### config.mk
export PLATFORM = sky130hd
export DESIGN_NAME = uart_rx
export DESIGN_NICKNAME = d
export VERILOG_FILES = /design/src/rtl/uart_rx.sv
export SDC_FILE = /design/constraint.sdc
export NUM_CORES = 1
export LEC_CHECK = 0
export CORE_ASPECT_RATIO = 1.25
export CORE_MARGIN = 1
export CORE_UTILIZATION = 48
export DETAILED_ROUTE_END_ITERATION = 8
export GPL_TIMING_DRIVEN = 1
export PLACE_DENSITY = 0.8
export REMOVE_ABC_BUFFERS = 1
export SETUP_SLACK_MARGIN = 0.1
export SYNTH_ARGS = -nofsm -noshare
export SYNTH_HDL_FRONTEND = slang
export SYNTH_SLANG_ARGS = --single-unit
### constraint.sdc
create_clock -name clk -period 1.4 [get_ports clk]
set_input_delay 0.28 -clock clk [delete_from_list [all_inputs] [get_ports clk]]
set_output_delay 0.28 -clock clk [all_outputs]
set_load 0.05 [all_outputs]
### src/rtl/uart_rx.sv
// 8N1 serial receiver: synchronises the RX pin, samples each bit at mid-period and
// hands complete bytes to a valid/ready consumer with sticky framing/overrun flags.
module uart_rx #(
    parameter int CLKS_PER_BIT = 16,
    parameter int SYNC_STAGES  = 2
) (
    input  logic       clk,
    input  logic       reset,
    input  logic       UART_RX,
    output logic [7:0] rx_data,
    output logic       rx_valid,
    input  logic       rx_ready,
    output logic       frame_err,
    output logic       overrun,
    input  logic       clear_err,
    output logic       busy,
    output logic [2:0] o_dbg_state
);

    // Handshake: a byte transfers on every clk edge where rx_valid && rx_ready are both
    // high; rx_data holds steady while rx_valid is high and changes only when a byte loads.

    localparam int CW = $clog2(CLKS_PER_BIT);
    localparam logic [CW-1:0] HALF_M1 = CW'(CLKS_PER_BIT / 2 - 1);
    localparam logic [CW-1:0] FULL_M1 = CW'(CLKS_PER_BIT - 1);

    typedef enum logic [2:0] {
        IDLE  = 3'd0,
        START = 3'd1,
        DATA  = 3'd2,
        STOP  = 3'd3,
        BRK   = 3'd4
    } state_t;

    state_t                 r_state;
    state_t                 w_next_state;
    logic [SYNC_STAGES-1:0] r_sync;
    logic [CW-1:0]          r_cnt;
    logic [2:0]             r_bit_idx;
    logic [7:0]             r_shift;

    logic w_rxs;
    logic w_cnt_clr;
    logic w_bit_clr;
    logic w_shift_en;
    logic w_byte_done;
    logic w_frame_evt;
    logic w_load;

    assign w_rxs = r_sync[SYNC_STAGES-1];

    always_ff @(posedge clk) begin
        if (reset) begin
            r_state <= IDLE;
        end else begin
            r_state <= w_next_state;
        end
    end

    always_comb begin
        w_next_state = r_state;
        w_cnt_clr    = 1'b0;
        w_bit_clr    = 1'b0;
        w_shift_en   = 1'b0;
        w_byte_done  = 1'b0;
        w_frame_evt  = 1'b0;
        case (r_state)
            IDLE: begin
                w_cnt_clr = 1'b1;
                if (!w_rxs) w_next_state = START;
            end
            START: begin
                if (r_cnt == HALF_M1) begin
                    w_cnt_clr = 1'b1;
                    // A start bit that is high again at mid-period was only a glitch.
                    if (w_rxs) begin
                        w_next_state = IDLE;
                    end else begin
                        w_next_state = DATA;
                        w_bit_clr    = 1'b1;
                    end
                end
            end
            DATA: begin
                if (r_cnt == FULL_M1) begin
                    w_cnt_clr  = 1'b1;
                    w_shift_en = 1'b1;
                    if (r_bit_idx == 3'd7) w_next_state = STOP;
                end
            end
            STOP: begin
                if (r_cnt == FULL_M1) begin
                    w_cnt_clr = 1'b1;
                    if (w_rxs) begin
                        w_byte_done  = 1'b1;
                        w_next_state = IDLE;
                    end else begin
                        w_frame_evt  = 1'b1;
                        w_next_state = BRK;
                    end
                end
            end
            BRK: begin
                w_cnt_clr = 1'b1;
                if (w_rxs) w_next_state = IDLE;
            end
            default: begin
                w_cnt_clr    = 1'b1;
                w_next_state = IDLE;
            end
        endcase
    end

    always_ff @(posedge clk) begin
        if (reset) begin
            r_sync    <= '1;
            r_cnt     <= '0;
            r_bit_idx <= 3'd0;
            r_shift   <= 8'h00;
        end else begin
            r_sync <= {r_sync[SYNC_STAGES-2:0], UART_RX};
            if (w_cnt_clr) r_cnt <= '0;
            else           r_cnt <= r_cnt + CW'(1);
            if (w_bit_clr)       r_bit_idx <= 3'd0;
            else if (w_shift_en) r_bit_idx <= r_bit_idx + 3'd1;
            // LSB arrives first, so shift right; after eight bits it sits in bit 0.
            if (w_shift_en) r_shift <= {w_rxs, r_shift[7:1]};
        end
    end

    assign w_load = w_byte_done && (!rx_valid || rx_ready);

    always_ff @(posedge clk) begin
        if (reset) begin
            rx_data   <= 8'h00;
            rx_valid  <= 1'b0;
            frame_err <= 1'b0;
            overrun   <= 1'b0;
        end else begin
            if (w_load) begin
                rx_data  <= r_shift;
                rx_valid <= 1'b1;
            end else if (rx_valid && rx_ready) begin
                rx_valid <= 1'b0;
            end
            // Error events take priority over a coincident clear.
            if (w_byte_done && rx_valid && !rx_ready) overrun <= 1'b1;
            else if (clear_err)                       overrun <= 1'b0;
            if (w_frame_evt)    frame_err <= 1'b1;
            else if (clear_err) frame_err <= 1'b0;
        end
    end

    assign busy        = (r_state != IDLE);
    assign o_dbg_state = r_state;

endmodule

==> out/metrics.yaml <==
placement:
  dp_cells: 220
  dpl.hpwl_um: 2490
  gp_congestion: 0.825
  placement.io_buffers: 19
die:
  io_pins: 20
  start_util: 0.521
  fp-row-count: 21
  core_mm2: 0.00276
  dieArea_mm2: 0.00322
  dieHeight_um: 63.2
  die_x_um: 51.0
synthesis:
  synth-seq-cells: 31
  syn_avg_cell_area_um2: 9.16
  synth_cell_type_count: 37
  synthXorXnorAreaFrac: 0.00609
  synth_mux_area_frac: 0.0696
  syn_inst: 157
  synth_top_family_by_area: "simple AND/OR/NAND/NOR gates"
  synth_compound_area_frac: 0.148
  ys_warn_count: 0
  synthAdderAreaFrac: 0.0261
  synthesis.area_mm2: 0.00144
  yosys.area_share.simple: 0.268
  synth_seq_area_share: 0.432
timing:
  whs_ns: 0.425
  post-route-period-util: 1.17
  finalMaxSlewViolations: 0
  setup_viol: 21
  fin_worst_skew_ns: 0.0151
  worst_pin_slew_ns: 0.353
  period_minus_slack_ns: 1.64
  hold_viol_final: 0
  maxSlewHeadroom: 0.764
  setup_ws_ns: -0.244
  tns_ns: -2.15
  fmax_mhz: 608
  grt_setup_unrepaired: "yes"
finish:
  area_delta_synth_final_pct: 63.2
  finalNonFillerCells: 240
  final_cell_mix: "26 x dfxtp_1, 24 x buf_4, 16 x nand2b_1, 16 x buf_12"
  antenna-diode-count: 0
  nNetsFinal: 214
  layout_commonest_cell: "dfxtp_1"
  layout-drive-gt1-share: 0.505
clock_tree:
  ctsRootBufferMaster: "clkbuf_4"
  clk_latency_ns: 0.35
  cts_max_level: 2
  cts_hold_buf: 0
  path_clk_slew_ns: 0.10
  numCtsBuffers: 5
  clk_path_buf_depth: 2
  cts_tree: "yes"
  clock_sinks: 31
power:
  netSwitchingFraction: 0.245
  intPower_mw: 1.18
  pwr-share-comb: 0.078
  seqPwrFrac: 0.570
  power_frac_clock: 0.353
  p_total_mw: 1.56
  vdd_drop_max_v: 0.000707
  powerDensity_mw_per_mm2: 665
  p_switching_mw: 0.382
  p_leak_nw: 0.833
routing:
  routedWlPerCell_um: 21.0
  viasPerCell: 6.18
  ant_nets: 0
  drc: 0
  wl_um: 5050
  first_iter_violations: 84
  via_count: 1482
  firstDrtPassIters: 4
grt:
  grtUsageTotal: 0.311
  use_met3: 0.0797
  grt_max_degree: 27
  grt_pass1_vias: 1531
  use_met2: 0.531
  grt_pass1_wl_um: 7380
  grt_antenna_before_repair: 0
  top_usage_layer: "met2"
  grt.overflow.total: 0
  grt_use_met1: 0.354
setup_path:
  worstPathRequired_ns: 1.12
  crit_type: "reg -> out"
  cp_max_fo: 7
  worstPathArrival_ns: 1.36
  worst_setup_path_start_kind: "flip-flop"
  endpoint_kind: "primary output"
hold_path:
  hold_class: "reg -> reg"
outcome:
  status: "complete, but fails checks"
  violations: "setup timing"
flow_run:
  maxCapViolations: 0
==> stage by stage <==
stage | util | setup WS [ns] | instance area, um^2
CTS | 0.823 | -0.226 | 2270
finish | 0.850 | -0.244 | 2350
global route | 0.850 | -0.263 | 2350
global placement | 0.705 | -0.0145 | 1940
detailed placement | 0.705 | -0.108 | 1940
floorplan | - | -0.423 | 1380
==> Yosys cell counts <==
| cell | number | area, um^2 |
|---|---|---|
| dfxtp_1 | 31 | 621 |
| nand2b_1 | 16 | 100 |
| a21oi_1 | 13 | 65.1 |
| o21ai_0 | 12 | 60.1 |
| nand3_1 | 11 | 55.1 |
| mux2i_1 | 10 | 100 |
| clkbuf_1 | 8 | 30.0 |
| nor2b_1 | 5 | 31.3 |
| buf_2 | 4 | 20.0 |
| nor2_1 | 4 | 15.0 |
| nor3_1 | 4 | 20.0 |
| a31oi_1 | 3 | 18.8 |
| ha_1 | 3 | 37.5 |
| inv_1 | 3 | 11.3 |
| nand2_1 | 3 | 11.3 |
| or2_2 | 3 | 18.8 |
| a32oi_1 | 2 | 17.5 |
| nand4b_1 | 2 | 17.5 |
| or3_1 | 2 | 12.5 |
| a211oi_1 | 1 | 7.51 |
| a21boi_0 | 1 | 7.51 |
| a22oi_1 | 1 | 7.51 |
| a41oi_1 | 1 | 8.76 |
| and2b_1 | 1 | 7.51 |
| and3_1 | 1 | 6.26 |
| buf_6 | 1 | 11.3 |
| nand3_4 | 1 | 17.5 |
| nand3b_1 | 1 | 7.51 |
| nor3_4 | 1 | 16.3 |
| nor3b_1 | 1 | 7.51 |
| nor3b_2 | 1 | 12.5 |
| o21bai_2 | 1 | 11.3 |
| o32ai_1 | 1 | 8.76 |
| or3b_1 | 1 | 8.76 |
| or4b_1 | 1 | 10.0 |
| or4b_2 | 1 | 10.0 |
| xnor2_1 | 1 | 8.76 |
==> layout make-up <==
type | count | area, um^2
clock buffers | 6 | 51.3
clock inverters | 1 | 5.00
fillers | 135 | 413
inverters | 3 | 11.3
multi-input cells | 110 | 936
flip-flops and latches | 31 | 632
well taps | 34 | 42.5
repair buffers | 55 | 668
==> flip-flops by register name, summed over array words and instances, names as in the netlist <==
signal,cells
frame_err,1
rx_data,8
o_dbg_state,3
r_sync,2
overrun,1
r_cnt,4
r_bit_idx,3
r_shift,8
rx_valid,1
==> metal layers <==
layer	vias up	wire length, um	share of wire
li1	654	-	-
met1	721	2030	0.40
met2	74	2490	0.49
met3	33	215	0.043
met4	0	312	0.062
met5	-	0	0
==> path summary, 6_finish.rpt <==
kind / slack, ns / from / to / cells after the start
worst max register to register: -0.18 / o_dbg_state[2] / r_shift[4] / 8
worst min-delay path: 0.43 / r_sync[0] / r_sync[1] / 1
worst max-delay path: -0.24 / o_dbg_state[0] / busy / 3
worst min register to register: 0.43 / r_sync[0] / r_sync[1] / 1
==> logic make-up (layout without fill, tap and decap cells) <==
kind of cell,count (synthesis),after routing
compound gates,36,36
simple gates,60,60
mux,10,10
xor+xnor,1,1
flops,31,31
buf+inv,16,65
fa+ha+maj,3,3
==> power by group through the flow <==
| stage | Clock, mW | Combinational (mW) | Sequential [mW] |
|---|---|---|---|
| floorplan | 0 | 0.0310 | 0.919 |
| global placement | 0 | 0.0934 | 0.911 |
| detailed placement | 0 | 0.0958 | 0.911 |
| CTS | 0.538 | 0.112 | 0.888 |
| global route | 0.597 | 0.128 | 0.890 |
| finish | 0.550 | 0.121 | 0.889 |
==> worst max-delay path, cell delays in order, from the launching register on <==
cell	delay (ns)
dfxtp_4	0.36
buf_4	0.15
or3_4	0.34
buf_12	0.16
==> what timing repair did <==
| action | CTS | global route |
|---|---|---|
| pin swaps | 16 | 11 |
| gates cloned | 2 | 0 |
| resized for setup | 55 | 25 |
| buffers inserted | 13 | 2 |
| endpoints found under the setup margin | 30 | 33 |
No activity file was read; power rests on OpenSTA's default activity.
==> edit 1 (same flow settings) <==
Set the parameter `SYNC_STAGES` to 4 (it was 2).
--- a/src/rtl/uart_rx.sv
+++ b/src/rtl/uart_rx.sv
@@ -3,5 +3,5 @@
 module uart_rx #(
     parameter int CLKS_PER_BIT = 16,
-    parameter int SYNC_STAGES  = 2
+    parameter int SYNC_STAGES  = 4
 ) (
     input  logic       clk,
Function: changed (a bounded check fails within 4 cycles, from zero or initial values and one cycle with reset high).
==> edit 1 against the unedited design <==
The flow still finishes with violations (negative setup slack). Via count is 15% lower. Total power is 1.9% lower. Global-route usage is 6.1 points lower. Core utilization is 0.44 points lower. Hold slack worse by 0.0095 ns. Worst setup slack better by 0.018 ns. Cell area is 3.4% lower. Cell count is 4.2% lower. Count of clock-buffer cells in the layout stayed put. Synthesized area is 6.2% lower. Sequential cell count is 2 higher. Sequential power is 6.1% higher. Non-clock buffer count is 5 lower. Wire length is 23% lower. Highest routed layer unchanged.
==> edit 1: results (changes against the unedited design) <==
| Metric | Value |
|---|---|
| Status | `finished, violations left` |
| Failing checks | `negative setup slack` |
| Number of vias per cell | `5.457 (-12%)` |
| CTS Buffer Depth | `2 (unchanged)` |
| Final worst setup slack | `-0.2265 ns (+0.01777 ns)` |
| Iter 0 DRT Violations | `37 (-56%)` |
| Placed cells | `211 (-4.1%)` |
| Largest net degree at the start of global routing | `14 (-48%)` |
| M3 GR Usage | `6.173% (-1.8 points)` |
| Setup_tns | `-2.836 ns (-0.6840 ns)` |
| First-pass GRT wire length | `5430 um (-26%)` |
| Setup violations, final | `25 (+19%)` |
| CP Launch Point | `o_dbg_state[0]` |
| Synth area leaders | `dfxtp_1 (49%), mux2i_1 (7.4%), nand2_1 (6.1%)` |
| Commonest cells post-synth | `dfxtp_1 (33), nand2_1 (22), nor2_1 (19)` |
| Path depth of the worst reg2reg path | `8 (unchanged)` |
| Gr usage total | `25.05% (-6.1 points)` |
| R2r endpoint | `r_bit_idx[0]` |
| Pre-CTS setup slack | `-0.3242 ns (-0.2162 ns)` |
| DP HPWL | `2127 um (-14%)` |
| Main synth FF type | `dfxtp_1` |
| Syn_area_per_cell | `9.238 um2 (+0.89%)` |
| Pleak | `0.8919 nW (+7.1%)` |
| Worst Clk Skew | `0.02054 ns (+0.005424 ns)` |
| Routing usage on met2 | `45.01% (-8.1 points)` |
| Share of layout cells above drive strength 1 | `52.55% (+2.1 points)` |
| Top flop regs | `r_shift: 8 flops, rx_data: 8 flops` |
| NumNets Final | `203 (-5.1%)` |
| Max incr delay on CP | `0.39 ns (+0.03 ns)` |
| Routed WL | `3886 um (-23%)` |
| Arrival time worst endpoint | `1.35 ns` |
| Yosys Warn Count | `0 (unchanged)` |
| Cell Area, Placed | `1853 um2 (-4.7%)` |
| Hold WS | `0.4159 ns (-0.009468 ns)` |
| Max IR drop VDD | `0.7766 mV (+9.9%)` |
| Met1 Use GR | `26.26% (-9.2 points)` |
| CP max stage cell | `or3_4` |
| Post-synth ARST share | `0% (unchanged)` |
| Clock Pin Slew Worst Setup and Hold Paths | `0.10 ns (about the same)` |
| Via Count | `1,255 (-15%)` |
| Worst-path fanout max | `2 (-5)` |
| Worst-margin pin slew | `0.4608 ns (+0.1083 ns)` |
| First-pass DRT Iterations | `4 (unchanged)` |
| Vias in the first global route | `1,218 (-20%)` |
| Distinct cells, synth | `35 (-5.4%)` |
| GP Congestion | `0.7975 (-3.3%)` |
| Sequential share of the synthesized area | `48.98% (+5.8 points)` |
edit 1: changes by cell type after synthesis, moves of 3 or more:
cell / delta
nand3_1: -7
nand2b_1: -15
clkbuf_1: -4
nand2_1: +19
nor2b_1: -3
nor2_1: +15
o21ai_0: -11
nor3_1: -3
a31oi_1: -3
edit 1: worst max-delay path: cells and delay by family, from the launching register on:
kind,cells,cell delay [ns]
buffers and inverters,2,0.27
AND/OR/NAND/NOR,1,0.39
flip-flops,1,0.34
edit 1: layer usage:
layer  vias to the layer above  share of wire, %  wire length, um
met3                        13               4.1              161
li1                        591                 -                -
met1                       604                40             1559
met2                        47                52             2037
met4                         0               3.3              128
met5                         -                 0                0
edit 1: worst min path at each step:
| stage | cells after the start | end | from |
|---|---|---|---|
| global route | 1 | r_sync[2] | r_sync[1] |
| finish | 1 | r_sync[2] | r_sync[1] |
| CTS | 1 | r_sync[2] | r_sync[1] |
| floorplan | 1 | o_dbg_state[0] | reset |
| global placement | 1 | r_sync[3] | r_sync[2] |
| detailed placement | 1 | r_sync[2] | r_sync[1] |
edit 1: final cells by class:
| class | instances | area, um2 |
|---|---|---|
| clock buffer | 6 | 41.29 |
| multi-input combinational | 102 | 848.3 |
| tap | 34 | 42.54 |
| sequential | 33 | 669.4 |
| inverter | 3 | 11.26 |
| clock inverter | 2 | 10.01 |
| timing repair buffer | 50 | 644.4 |
| fill | 128 | 412.9 |
edit 1: cells by family after synthesis:
group / share of synthesized area, %
adders and majority gates: 2.783
DFF: 48.98
xor gates and xnor gates: 1.948
AOI/OAI and AO/OA: 9.184
and+or+nand+nor: 25.79
buffers and inverters: 3.895
muxes: 7.421
edit 1: timing repair:
item | in CTS | in global routing
cloned | 1 | 1
buffers inserted | 3 | 6
endpoints found under the setup margin | 31 | 30
resized for setup | 41 | 29
endpoints found under the hold margin | 0 | 0
pin swaps | 14 | 22
edit 1: where the power goes:
part | internal, mW | leakage [nW] | switching [mW]
Sequential | 0.940 | 0.269 | 0.00218
Combinational | 0.0330 | 0.591 | 0.0323
Clock | 0.191 | 0.0320 | 0.332
==> edit 2 (config.mk and constraints unchanged) <==
Made on the original files. Register the output `frame_err` once more; this adds one clock of latency there. The other outputs are not delayed to match.
--- a/src/rtl/uart_rx.sv
+++ b/src/rtl/uart_rx.sv
@@ -32,4 +32,6 @@
         BRK   = 3'd4
     } state_t;
+
+    logic frame_err_s0;
 
     state_t                 r_state;
@@ -135,5 +137,5 @@
             rx_data   <= 8'h00;
             rx_valid  <= 1'b0;
-            frame_err <= 1'b0;
+            frame_err_s0 <= 1'b0;
             overrun   <= 1'b0;
         end else begin
@@ -147,6 +149,6 @@
             if (w_byte_done && rx_valid && !rx_ready) overrun <= 1'b1;
             else if (clear_err)                       overrun <= 1'b0;
-            if (w_frame_evt)    frame_err <= 1'b1;
-            else if (clear_err) frame_err <= 1'b0;
+            if (w_frame_evt)    frame_err_s0 <= 1'b1;
+            else if (clear_err) frame_err_s0 <= 1'b0;
         end
     end
@@ -155,4 +157,8 @@
     assign o_dbg_state = r_state;
 
+    always_ff @(posedge clk) begin
+        frame_err <= frame_err_s0;
+    end
+
 endmodule
 
Function: same outputs for any inputs over 10 cycles, from zero or initial values and one cycle with reset high; that may be too few to reach the edited logic, so the function may still have changed.
==> edit 2 against the unedited design <==
Combinational power down 11%. Highest routed layer unchanged. The flow still finishes with violations (negative setup slack). Count of clock-buffer cells in the layout up 1. Core utilization down 3.1 points. Sequential share of layout area up 0.29 points. Worst setup slack better by 0.063 ns. Fmax up 4.0%. Wire length down 9.2%. Total power up 3.7%. Synthesized area up 1.4%. Cell area up 1.9%. Sequential cell count up 1.
==> edit 2: results (changes against the unedited design) <==
| Metric | Value |
|---|---|
| Met3 wire length | `217 um (+0.93%)` |
| Routed wl met2 | `2520 um (+1.1%)` |
| Mux share of post-synthesis cell area | `6.867% (-0.096 points)` |
| Compound-cell area share of the yosys netlist | `14.59% (-0.20 points)` |
| Syn Inst Count | `158 (+0.64%)` |
| Pleak | `0.8305 nW (-0.25%)` |
| Routed WL | `4583 um (-9.2%)` |
| DP HPWL | `2436 um (-2.1%)` |
| Worst Clk Skew | `0.008617 ns (-0.006501 ns)` |
| Arrival time worst endpoint | `1.30 ns (-0.06 ns)` |
| NumNets Final | `213 (-0.47%)` |
| IO buf count | `19 (unchanged)` |
| Placed cells | `219 (-0.45%)` |
| Failing checks | `negative setup slack` |
| Via Count | `1,373 (-7.4%)` |
| Worst-margin pin slew | `0.3627 ns (+0.01018 ns)` |
| Final non-filler cell total | `241 (+0.42%)` |
| Skew-Pair Late Insertion Delay | `0.33 ns (-0.02 ns)` |
| Path depth of the worst reg2reg path | `7 (-1)` |
| Setup_tns | `-0.6311 ns (+1.521 ns)` |
| CTS resizes | `44 (-20%)` |
| Distinct cells, synth | `37 (unchanged)` |
| XOR/XNOR share of the synthesized area | `0.6009% (-0.0084 points)` |
| Synth area leaders | `dfxtp_1 (44%), mux2i_1 (6.9%), nand2b_1 (6.9%)` |
| Setup violations, final | `17 (-19%)` |
| Commonest cells post-synth | `dfxtp_1 (32), nand2b_1 (16), a21oi_1 (13)` |
| First-pass GRT wire length | `6196 um (-16%)` |
| HP Class | `register to register` |
| DRT met1 WL | `1664 um (-18%)` |
| Status | `finished, violations left` |
| Adder-Cell Fraction of Synth Area | `2.575% (-0.036 points)` |
| Pre-CTS setup slack | `-0.1104 ns (-0.002297 ns)` |
| Hold Path Cell Cnt | `0 (-1)` |
| GP Congestion | `0.8097 (-1.8%)` |
| CTS root buffer | `clkbuf_4` |
| CP top delay family | `simple AND/OR/NAND/NOR gates` |
| Postcts setup bufs | `8 (-5)` |
| Sequential share of the synthesized area | `43.95% (+0.78 points)` |
| Largest net degree at the start of global routing | `18 (-33%)` |
| Initial antenna violation count | `0 (unchanged)` |
| Cell Area, Placed | `1924 um2 (-1.0%)` |
| Iter 0 DRT Violations | `52 (-38%)` |
| Max IR drop VDD | `0.7269 mV (+2.8%)` |
| Gr usage total | `25.76% (-5.4 points)` |
| Final worst setup slack | `-0.1808 ns (+0.06346 ns)` |
| Share of layout cells above drive strength 1 | `51.22% (+0.73 points)` |
| CP max stage cell | `or3_4` |
| Worst-path fanout max | `2 (-5)` |
edit 2: layout make-up:
| cell class | count | area [um2] |
|---|---|---|
| multi-input cells | 110 | 943.4 |
| repair buffers | 53 | 674.4 |
| flip-flops and latches | 32 | 650.6 |
| fillers | 176 | 528.0 |
| clock buffers | 7 | 65.06 |
| well taps | 36 | 45.04 |
| inverters | 3 | 11.26 |
edit 2: worst paths after layout:
path / to / startpoint / slack [ns]
worst max register to register: o_dbg_state[2] / o_dbg_state[2] / -0.08
worst max-delay path: busy / o_dbg_state[2] / -0.18
worst min-delay path: frame_err / frame_err_s0 / 0.36
worst min register to register: frame_err / frame_err_s0 / 0.36
edit 2: where the power goes:
part	switching (mW)	internal, mW	leakage (nW)	total (mW)
sequential	0.00766	0.914	0.262	0.922
clock	0.303	0.284	0.0374	0.587
combinational	0.0537	0.0545	0.532	0.108
edit 2: layer usage:
metal,vias up,global-route usage (%)
met5,-,0
li1,651,-
met4,0,10.14
met2,48,49.01
met1,662,25.96
met3,12,5.797
